===== src/rtl/fetch_pkg.sv =====
// Shared definitions for the instruction fetch stage: FSM state encoding,
// the NOP instruction word and the default fetch timeout.
// The optional fetch timeout is enabled by defining FETCH_TIMEOUT_EN.
package fetch_pkg;

    typedef enum logic [1:0] {
        IDLE    = 2'd0,
        WAIT    = 2'd1,
        REISSUE = 2'd2
    } fetch_state_e;

    // A NOP is the all-zero word at any bus width.
    localparam int unsigned NOP = 0;

    localparam int unsigned DEFAULT_TIMEOUT = 15;

endpackage


===== src/rtl/fetch_pc.sv =====
// Program counter register. A jump load takes priority over an increment,
// and the increment wraps naturally at 2^PC_WIDTH.
module fetch_pc #(
    parameter int PC_WIDTH = 8
) (
    input  logic                clk,
    input  logic                reset_n,
    input  logic                pc_inc_i,
    input  logic                jump_i,
    input  logic [PC_WIDTH-1:0] jump_addr_i,
    output logic [PC_WIDTH-1:0] pc_o
);

    logic [PC_WIDTH-1:0] pc_q;
    logic [PC_WIDTH-1:0] pc_d;

    // Next PC: jump target beats increment, otherwise hold.
    always_comb begin
        pc_d = pc_q;
        if (jump_i) begin
            pc_d = jump_addr_i;
        end else if (pc_inc_i) begin
            pc_d = pc_q + PC_WIDTH'(1);
        end
    end

    // PC register, cleared to address 0 on reset.
    always_ff @(posedge clk or negedge reset_n) begin
        if (!reset_n) begin
            pc_q <= '0;
        end else begin
            pc_q <= pc_d;
        end
    end

    assign pc_o = pc_q;

endmodule


===== src/rtl/instr_fetch.sv =====
// Instruction fetch stage: issues instruction-memory reads at the current PC,
// latches the returned word into the instruction register and squashes
// fetches made stale by a jump, reissuing them at the new PC.
// Define FETCH_TIMEOUT_EN to abort a fetch after TIMEOUT unanswered WAIT cycles.
module instr_fetch
    import fetch_pkg::*;
#(
    parameter int BUS_WIDTH = 16,
    parameter int PC_WIDTH  = 8,
    parameter int TIMEOUT   = int'(DEFAULT_TIMEOUT)
) (
    input  logic                 clk,
    input  logic                 reset_n,
    input  logic                 imem_read,
    input  logic                 pc_inc,
    input  logic                 jump,
    input  logic [PC_WIDTH-1:0]  jump_addr,
    input  logic                 imem_ack,
    input  logic [BUS_WIDTH-1:0] imem_rdata,
    output logic                 imem_req,
    output logic [PC_WIDTH-1:0]  imem_addr,
    output logic [PC_WIDTH-1:0]  pc,
    output logic [BUS_WIDTH-1:0] ir,
    output logic [PC_WIDTH-1:0]  ir_pc,
    output logic                 ir_valid,
    output logic                 busy,
    output logic                 fetch_err
);

    fetch_state_e         state_q;
    logic [PC_WIDTH-1:0]  addr_q;
    logic                 req_q;
    logic                 stale_q;
    logic [BUS_WIDTH-1:0] ir_q;
    logic [PC_WIDTH-1:0]  ir_pc_q;
    logic                 ir_valid_q;
    logic                 squash;

`ifdef FETCH_TIMEOUT_EN
    localparam int CNT_W = $clog2(TIMEOUT + 1);
    logic [CNT_W-1:0] wait_cnt_q;
    logic             err_q;
`else
    logic unused_timeout;
    assign unused_timeout = (TIMEOUT > 0);
`endif

    fetch_pc #(
        .PC_WIDTH (PC_WIDTH)
    ) u_fetch_pc (
        .clk         (clk),
        .reset_n     (reset_n),
        .pc_inc_i    (pc_inc),
        .jump_i      (jump),
        .jump_addr_i (jump_addr),
        .pc_o        (pc)
    );

    // A jump arriving in the same cycle as the response still makes it stale.
    assign squash = stale_q | jump;

    // Fetch FSM with registered request, address latch, stale flag and IR.
    always_ff @(posedge clk or negedge reset_n) begin
        if (!reset_n) begin
            state_q    <= IDLE;
            addr_q     <= '0;
            req_q      <= 1'b0;
            stale_q    <= 1'b0;
            ir_q       <= BUS_WIDTH'(NOP);
            ir_pc_q    <= '0;
            ir_valid_q <= 1'b0;
`ifdef FETCH_TIMEOUT_EN
            wait_cnt_q <= '0;
            err_q      <= 1'b0;
`endif
        end else begin
`ifdef FETCH_TIMEOUT_EN
            err_q <= 1'b0;
`endif
            if (jump) begin
                ir_valid_q <= 1'b0;
            end
            case (state_q)
                IDLE: begin
                    if (imem_read) begin
                        addr_q     <= pc;
                        req_q      <= 1'b1;
                        ir_valid_q <= 1'b0;
                        stale_q    <= jump;
                        state_q    <= WAIT;
`ifdef FETCH_TIMEOUT_EN
                        wait_cnt_q <= '0;
`endif
                    end
                end
                WAIT: begin
                    if (jump) begin
                        stale_q <= 1'b1;
                    end
                    if (imem_ack) begin
                        req_q <= 1'b0;
                        if (squash) begin
                            state_q <= REISSUE;
                        end else begin
                            ir_q       <= imem_rdata;
                            ir_pc_q    <= addr_q;
                            ir_valid_q <= 1'b1;
                            state_q    <= IDLE;
                        end
                    end
`ifdef FETCH_TIMEOUT_EN
                    else if (wait_cnt_q == CNT_W'(TIMEOUT - 1)) begin
                        req_q <= 1'b0;
                        if (squash) begin
                            state_q <= REISSUE;
                        end else begin
                            ir_q       <= BUS_WIDTH'(NOP);
                            ir_pc_q    <= addr_q;
                            ir_valid_q <= 1'b1;
                            err_q      <= 1'b1;
                            state_q    <= IDLE;
                        end
                    end else begin
                        wait_cnt_q <= wait_cnt_q + CNT_W'(1);
                    end
`endif
                end
                REISSUE: begin
                    addr_q  <= pc;
                    req_q   <= 1'b1;
                    stale_q <= jump;
                    state_q <= WAIT;
`ifdef FETCH_TIMEOUT_EN
                    wait_cnt_q <= '0;
`endif
                end
                default: begin
                    state_q <= IDLE;
                end
            endcase
        end
    end

    assign imem_req  = req_q;
    assign imem_addr = addr_q;
    assign ir        = ir_q;
    assign ir_pc     = ir_pc_q;
    assign ir_valid  = ir_valid_q;
    assign busy      = (state_q != IDLE);

`ifdef FETCH_TIMEOUT_EN
    assign fetch_err = err_q;
`else
    assign fetch_err = 1'b0;
`endif

endmodule

===== config.mk =====
export PLATFORM = sky130hd
export DESIGN_NAME = instr_fetch
export DESIGN_NICKNAME = d
export VERILOG_FILES = /design/src/rtl/fetch_pkg.sv /design/src/rtl/fetch_pc.sv /design/src/rtl/instr_fetch.sv
export SDC_FILE = /design/constraint.sdc
export NUM_CORES = 1
export LEC_CHECK = 0
export CORE_MARGIN = 8
export CORE_UTILIZATION = 44
export DETAILED_ROUTE_END_ITERATION = 6
export PLACE_DENSITY_LB_ADDON = 0.1
export SLEW_MARGIN = 20
export SYNTH_ARGS = -nofsm -noshare
export SYNTH_HDL_FRONTEND = slang
export SYNTH_SLANG_ARGS = --single-unit

===== constraint.sdc =====
create_clock -name clk -period 2.15 [get_ports clk]
set_input_delay 0.43 -clock clk [delete_from_list [all_inputs] [get_ports clk]]
set_output_delay 0.43 -clock clk [all_outputs]
set_load 0.02 [all_outputs]

=== Word level (Yosys, flattened, before mapping) ===
Index checks and enable logic that the tools add are counted.

* Register bits after elaboration: 45
* Bits of input ports: 30
* Output and inout port bits: 44
* Logic and storage cells: 45

* $add $sub $neg: 1
* Equal/unequal tests: 5
* Mux-type cells: 19
* Bitwise gates (word level): 2
* Reduce and logical (&&, ||, !) cells: 10

{| class="wikitable"
|+ Operators by type and width
! operator !! count
|-
| two-way mux 8 bit || 3
|-
| one-hot mux 8 bit (2 select lines) || 1
|-
| AND reduction 3 bit || 3
|-
| adder 8 x 1 -> 8 bit, second input constant || 1
|-
| two-way mux 1 bit || 8
|-
| two-way mux 2 bit || 3
|-
| inequality test 2 bit, second input constant || 3
|-
| one-hot mux 1 bit (3 select lines) || 2
|-
| one-hot mux 2 bit (3 select lines) || 1
|-
| nonzero test 2 bit || 3
|-
| AND reduction 2 bit || 2
|-
| nonzero test 3 bit || 1
|-
| equality test 2 x 1 -> 1 bit, second input constant || 1
|-
| equality test 2 bit, second input constant || 1
|-
| logical NOT 2 bit || 1
|-
| one-hot mux 1 bit (2 select lines) || 1
|-
| NOT 1 bit || 1
|-
| OR 1 bit || 1
|}

=== Longest topological paths before layout ===
Gate-level depths: netlist of run 1.

* Depth in word-level cells: 4
* Mapped depth: 5
* Gate-level depth less buffers: 4

=== Modules after synthesis ===
Synthesis of run 1 repeated with hierarchy kept, for this count alone.

* Cells, all modules: 144
* Area total of the unflattened synthesis: 1978.1 sq um

{| class="wikitable"
|+ Modules (own cells, without submodules)
! module !! instances !! cells an instance !! area each (sq um) !! seq. area each (sq um)
|-
| instr_fetch || 1 || 95 || 1527.7 || 925.9
|-
| fetch_pc || 1 || 49 || 450.4 || 200.2
|}

=== Worst setup path after synthesis of run 1 ===
No wires, ideal clock.

* Path type: reg2reg
* Start: reg state_q[1]
* End: reg ir_q[0] (netlist: ir[0])
* Library setup time: 0.125 ns
* Data arrival time: 1.550 ns
* Required time: 2.025 ns
* Path slack: 0.475 ns
* Cell stages (with the launch flop): 6
* Buffers on the path: 3
* Clock period less this slack: 1.675 ns
* Cells stage by stage: dfrtp_1 -> buf_6 -> or4_4 -> buf_6 -> buf_12 -> mux2_4

* Word-level cells in the longest chain between the ends: 2

{| class="wikitable"
|+ Ends and longest elaborated chain
! what !! line !! text
|-
| start, declared || instr_fetch.sv:30 || <nowiki>fetch_state_e state_q;</nowiki>
|-
| start signal, assigned || instr_fetch.sv:65 || <nowiki>state_q <= IDLE;</nowiki>
|-
| start signal, assigned || instr_fetch.sv:90 || <nowiki>state_q <= WAIT;</nowiki>
|-
| start signal, assigned || instr_fetch.sv:103 || <nowiki>state_q <= REISSUE;</nowiki>
|-
| equality test 2 x 1 -> 1 bit || instr_fetch.sv:83 || <nowiki>case (state_q)</nowiki>
|-
| AND reduction 3 bit (no source line) || -- ||
|-
| end signal, assigned || instr_fetch.sv:69 || <nowiki>ir_q <= BUS_WIDTH'(NOP);</nowiki>
|-
| end signal, assigned || instr_fetch.sv:105 || <nowiki>ir_q <= imem_rdata;</nowiki>
|-
| end, declared || instr_fetch.sv:34 || <nowiki>logic [BUS_WIDTH-1:0] ir_q;</nowiki>
|}

No other way between the ends.
A chain may end at the register's enable or synchronous reset.

=== Worst setup path in the final report of run 1 ===
* Start: reg state_q[1]
* End: out busy

* Word-level cells in the longest chain between the ends: 1

{| class="wikitable"
|+ Ends and longest elaborated chain
! what !! line !! text
|-
| nonzero test 2 bit || instr_fetch.sv:149 || <nowiki>assign busy = (state_q != IDLE);</nowiki>
|-
| end, declared || instr_fetch.sv:26 || <nowiki>output logic busy,</nowiki>
|}

No other way between the ends.

==> results.md, run 1 <==
- Post-cts resize count: 0
- Area of the die: 0.00693 sq mm
- CP bufs+invs: 2
- Worst setup EP type: primary output
- Drc violations: 0
- Syn Area/Cell: 13.6 sq um
- Final Critical Period: 1.96 ns
- Congestion Overflow GR: 0
- Cell Rows: 24
- CTS sink cnt: 45
- Final setup fails: 0
- Critical R2R Launch: state_q[1]$_DFFE_PN0P_
- Nets@finish: 252
- Port Buffer Count: 72
- Max Clk Rate: 510 MHz
- CP required: 1.72 ns
- Run status: finished, final reports clean
- Hold Path Class: input pin to asynchronous set/reset pin
- Top delay family on crit path: buffers and inverters
- Unrepaired setup endpoints after global routing: false
- CTS clock-pin slew for the worst setup and hold paths: 0.08 ns
- Initial antenna violation count: 0
- P&R area growth vs syn: 41.4%
- Max VDD drop: 0.721 mV
- Total Routing Usage GR: 0.133
- Vias in the first global route: 1460
- Vias: 1404
- Max Root-Sink Buffers: 2
- Final Hold Fails: 0
- Setup CP Type: flop to primary output
- Cell Area, Synth: 0.00199 sq mm
- Power Density: 1330 mW/mm^2
- Synth unique cells: 28
- Setup TNS: 0 ns
- Synthesis-stage register bit count: 45
- Cts bufs inserted: 5
- Drt pass-1 iters: 4
- Placed insts: 266
- # Post-CTS Setup Buffers: 0
- Largest net degree at the start of global routing: 26
- Clk_skew: 0.00540 ns
- CP arrival: 1.53 ns
- Clk Latency, worst-skew pair: 0.29 ns
- Hold_buf cts: 0
- Worst R2R Path Depth: 3
- Post-Layout Cell Count: 274
- Final GP Congestion: 0.731
- Fin crit share: 0.912
- Die W: 83.3 microns
- Reg2reg end: ir[5]$_DFFE_PN0P_
- Ports: 74
- Inserted Diodes: 0
- Vias per cell: 5.12
- First-pass GRT wire length: 7600 microns
- Seq/Total Area, Yosys: 0.566
- MaxCap Viol Count: 0
- HPWL Detailed: 3550 microns
- WL final: 4660 microns
- Ys Warns: 0
- Fraction of layout cells with a size suffix above 1: 0.230
- CTS tree: built
- LEAKAGE: 1.28 nW
- Number of DRC markers in iteration 0: 51
- Setup crit start: state_q[1]$_DFFE_PN0P_
- Slowest stage delay, CP: 0.59 ns
- Fillers: 317
- Post-synth net total: 177
- Crit-path cells: nor2_1, inv_1, clkdlybuf4s50_1
- Fin. max-slew vios: 0
- Critical path startpoint category: flop
- Die Height: 83.3 microns
- Critical-path maximum fanout: 9
- Wire length per cell: 17.0 microns
- CTS root buf: clkbuf_8
- Reg2reg setup slack: 0.50 ns
- Slowest cell on crit path: clkdlybuf4s50_1
- Post-Synthesis Cells: 146
- Htree depth: 2
- Core Area: 0.00435 sq mm
- Starting Density: 0.457
- Antenna-violating nets left: 0
worst register-to-register path, delay by kind of cell, from the launching register on:
family        cells  cell delay (ns)
simple gates      1             0.55
buf+inv           1             0.19
mux               1             0.32
flops             1             0.47
registers in the layout, summed over array words and instances, names as in the netlist:
signal	count
ir	16
ir_pc	8
ir_valid	1
state_q	2
imem_addr	8
u_fetch_pc.pc_o	8
imem_req	1
stale_q	1
cell usage in the layout, fill, tap and decap left out:
cell	Yosys	final
a21oi_1	2	2
a22oi_1	1	1
and2b_2	3	3
buf_12	2	1
buf_2	0	1
buf_4	1	3
clkbuf_1	3	1
clkbuf_8	0	5
clkdlybuf4s50_1	0	71
clkinv_2	0	2
conb_1	1	1
dfrtp_1	45	45
ha_1	1	1
inv_1	2	2
mux2_2	13	13
mux2_4	19	19
mux2i_1	1	1
nand2_1	13	13
nand2b_1	1	1
nand3_1	4	4
nand4_1	3	3
nor2_1	3	3
nor2b_1	3	3
nor3_1	1	1
o21ai_0	11	11
or2_2	2	2
or2b_2	1	1
or4_1	3	3
or4_4	1	1
xnor2_1	1	1
xor2_1	3	3
where the power goes:
part | leakage, nW | switching [mW] | internal (mW)
Clock | 0.0450 | 0.274 | 0.226
Sequential | 0.552 | 0.253 | 1.19
Combinational | 0.688 | 0.784 | 1.03
Total | 1.28 | 1.31 | 2.44
stage by stage:
| stage | power, mW | hold slack, ns | area (sq um) | utilization | setup WS, ns |
|---|---|---|---|---|---|
| detailed placement | 3.30 | 0.389 | 2730 | 0.628 | 0.0589 |
| floorplan | 2.42 | 0.134 | 1990 | - | 0.475 |
| global route | 3.97 | 0.0793 | 2820 | 0.647 | 0.120 |
| global placement | 3.24 | 0.378 | 2730 | 0.628 | 0.0627 |
| CTS | 3.80 | 0.0702 | 2820 | 0.647 | 0.190 |
| finish | 3.75 | 0.0644 | 2820 | 0.647 | 0.190 |
cells in the mapped netlist:
master	instances	area (sq um)
clkbuf_1	3	11.3
mux2i_1	1	10.0
xnor2_1	1	8.76
nand2b_1	1	6.26
buf_12	2	40.0
and2b_2	3	26.3
a22oi_1	1	7.51
or4_4	1	11.3
or2_2	2	12.5
nor2b_1	3	18.8
dfrtp_1	45	1130
buf_4	1	7.51
nor3_1	1	5.00
nand2_1	13	48.8
nor2_1	3	11.3
or4_1	3	22.5
xor2_1	3	26.3
mux2_4	19	285
nand4_1	3	18.8
nand3_1	4	20.0
conb_1	1	3.75
buf_6	2	22.5
o21ai_0	11	55.1
or2b_2	1	8.76
ha_1	1	12.5
a21oi_1	2	10.0
inv_1	2	7.51
mux2_2	13	146
logic make-up (layout without fill, tap and decap cells):
family          Yosys count  in the layout  share of synthesized area
flops                    45             45                      0.566
simple gates             38             38                      0.106
mux                      33             33                      0.222
compound gates           14             14                     0.0365
buf+inv                  10             86                     0.0446
xor+xnor                  4              4                     0.0176
fa+ha+maj                 1              1                    0.00628
other cells               1              1                    0.00188
metal layers:
| metal | vias up | GRT usage | share of wire |
|---|---|---|---|
| li1 | 650 | - | - |
| met1 | 691 | 0.164 | 0.45 |
| met2 | 55 | 0.211 | 0.48 |
| met3 | 8 | 0.0537 | 0.063 |
| met4 | 0 | 0.0335 | 0.011 |
| met5 | - | 0 | 0 |
final cells by class:
type / instances / area (sq um) / share of cell area
Sequential cell: 45 / 1130 / 0.400
Multi-Input combinational cell: 91 / 776 / 0.276
Timing Repair Buffer: 76 / 758 / 0.269
Clock buffer: 6 / 72.6 / 0.0258
Tap cell: 52 / 65.1 / 0.0231
Clock inverter: 2 / 10.0 / 0.00356
Inverter: 2 / 7.51 / 0.00267
worst max path at each step:
stage	to	cells past startpoint
finish	busy	3
floorplan	ir[0]$_DFFE_PN0P_	5
global placement	ir[5]$_DFFE_PN0P_	4
detailed placement	ir[4]$_DFFE_PN0P_	4
CTS	busy	3
global route	busy	3
Power figures use the tool's default switching activity.
==> run 2: changes to the inputs <==
- MAX_ROUTING_LAYER: default -> met4
==> run 2 against run 1 <==
Against the previous run:
- sequential power barely moved
- worst setup slack lost 0.0018 ns
- fmax barely moved
- register-to-register slack is essentially flat
- largest power group unchanged
- first-iteration DRC count shrank 7.8%
- combinational power about the same
- sequential share of layout area stayed put
- global-route usage is 0.37 points higher
- final cell count is the same
- largest cell class unchanged
- hold slack about the same
==> results.md, run 2 (synthesis gave the netlist of run 1 again) <==
- Hold_buf cts: 0
- WL final: 4660 microns
- Cell Rows: 24
- Max VDD drop: 0.721 mV
- Vias in the first global route: 1463
- Post-cts resize count: 0
- Drt pass-1 iters: 4
- Slowest cell on crit path: clkdlybuf4s50_1
- Pint: 2.44 mW
- Final Hold Fails: 0
- GRT met1 Usage: 0.167
- CTS clock-pin slew for the worst setup and hold paths: 0.08 ns
- MaxCap Viol Count: 0
- Crit-path cells: nor2_1, inv_1, clkdlybuf4s50_1
- Vias per cell: 5.12
- Fillers: 317
- CTS root buf: clkbuf_8
- Area of the die: 0.00693 sq mm
- M2 GR Usage: 0.210
- Starting Density: 0.457
- Ports: 74
- Clk Latency, worst-skew pair: 0.29 ns
- Switching Power: 1.31 mW
- Setup slack at placement: 0.0589 ns
- Fin crit share: 0.912
- Power Density: 1330 mW/mm^2
- CTS tree: built
- Commonest non-fill, non-tap cell in the layout: clkdlybuf4s50_1
- Nets@finish: 252
- Clk_skew: 0.00532 ns
- Sw Ratio: 0.349
- Cts bufs inserted: 5
- Initial antenna violation count: 0
- Wire length per cell: 17.0 microns
- P&R area growth vs syn: 41.4%
- CP required: 1.72 ns
- LEAKAGE: 1.28 nW
- Fin. max-slew vios: 0
- Clk pwr share: 0.133
- Post-layout utilization of the core: 0.647
- GR Util met3: 0.0508
- Sequential cell fraction of total power: 0.385
- Drc violations: 0
- GRT Max-Usage Layer: met2
- Final GP Congestion: 0.740
- Core Area: 0.00435 sq mm
- Port Buffer Count: 72
- Max Root-Sink Buffers: 2
- Antenna-violating nets left: 0
- HPWL Detailed: 3550 microns
- Fin Hold WS: 0.0641 ns
- Vias: 1404
- Comb pwr share: 0.482
- Congestion Overflow GR: 0
- # Post-CTS Setup Buffers: 0
- Final setup fails: 0
- Run status: finished, final reports clean
- CTS sink cnt: 45
- Fraction of layout cells with a size suffix above 1: 0.230
- Inserted Diodes: 0
- Worst setup EP type: primary output
- Final Critical Period: 1.96 ns
- First-pass GRT wire length: 7580 microns
- Unrepaired setup endpoints after global routing: false
- Slowest stage delay, CP: 0.59 ns
- Htree depth: 2
- Total Routing Usage GR: 0.137
- Setup CP Type: flop to primary output
- Total power: 3.75 mW
- Die W: 83.3 microns
- Largest net degree at the start of global routing: 26
- Critical path startpoint category: flop
- CP arrival: 1.53 ns
- Hold Path Class: input pin to asynchronous set/reset pin
- Max FFs per register: 16
- Max Clk Rate: 510 MHz
- Critical-path maximum fanout: 9
- Die Height: 83.3 microns
- Most frequent cells in the layout: clkdlybuf4s50_1 (71), dfrtp_1 (45), mux2_4 (19)
- Worst Slack Setup Final: 0.188 ns
- Setup TNS: 0 ns
- Number of DRC markers in iteration 0: 47
## run 2: cell type report
class	count	area (sq um)	area share
clock inverters	2	10.0	0.00356
flip-flops and latches	45	1130	0.400
repair buffers	76	758	0.269
well taps	52	65.1	0.0231
inverters	2	7.51	0.00267
clock buffers	6	72.6	0.0258
multi-input cells	91	776	0.276
## run 2: path summary, 6_finish.rpt
path                                   startpoint                        to  slack, ns  cells after the start
min                                       reset_n         ir[5]$_DFFE_PN0P_       0.06                      1
min in group clk               ir[15]$_DFFE_PN0P_        ir[15]$_DFFE_PN0P_       0.51                      1
max                        state_q[1]$_DFFE_PN0P_                      busy       0.19                      3
min reg2reg                    ir[15]$_DFFE_PN0P_        ir[15]$_DFFE_PN0P_       0.51                      1
max reg2reg                state_q[1]$_DFFE_PN0P_         ir[5]$_DFFE_PN0P_       0.50                      3
max in group asynchronous                 reset_n  imem_addr[1]$_DFFE_PN0P_       1.55                      2
## run 2: per-stage QoR
stage / instances / area (sq um)
2_1_floorplan: 146 / 1990
3_3_place_gp: 266 / 2730
3_5_place_dp: 266 / 2730
4_1_cts: 274 / 2820
5_1_grt: 274 / 2820
6_report: 274 / 2820
## run 2: per-layer routing
| metal | routed length [microns] | share of wire | vias to the layer above |
|---|---|---|---|
| met5 | 0 | 0 | - |
| met4 | 53 | 0.011 | 0 |
| met3 | 281 | 0.060 | 8 |
| met2 | 2240 | 0.48 | 57 |
| met1 | 2090 | 0.45 | 690 |
| li1 | - | - | 649 |
## run 2: power groups by stage
stage / Clock [mW] / Combinational, mW / Sequential, mW
2_1_floorplan: 0 / 0.618 / 1.80
5_1_grt: 0.561 / 1.92 / 1.49
4_1_cts: 0.515 / 1.84 / 1.45
3_5_place_dp: 0 / 1.83 / 1.46
6_report: 0.500 / 1.81 / 1.44
3_3_place_gp: 0 / 1.80 / 1.44
## run 2: worst max-delay path, delay by kind of cell (launching register included)
family	cells	cell delay, ns
buffers and inverters	2	0.65
flip-flops	1	0.48
AND/OR/NAND/NOR	1	0.10
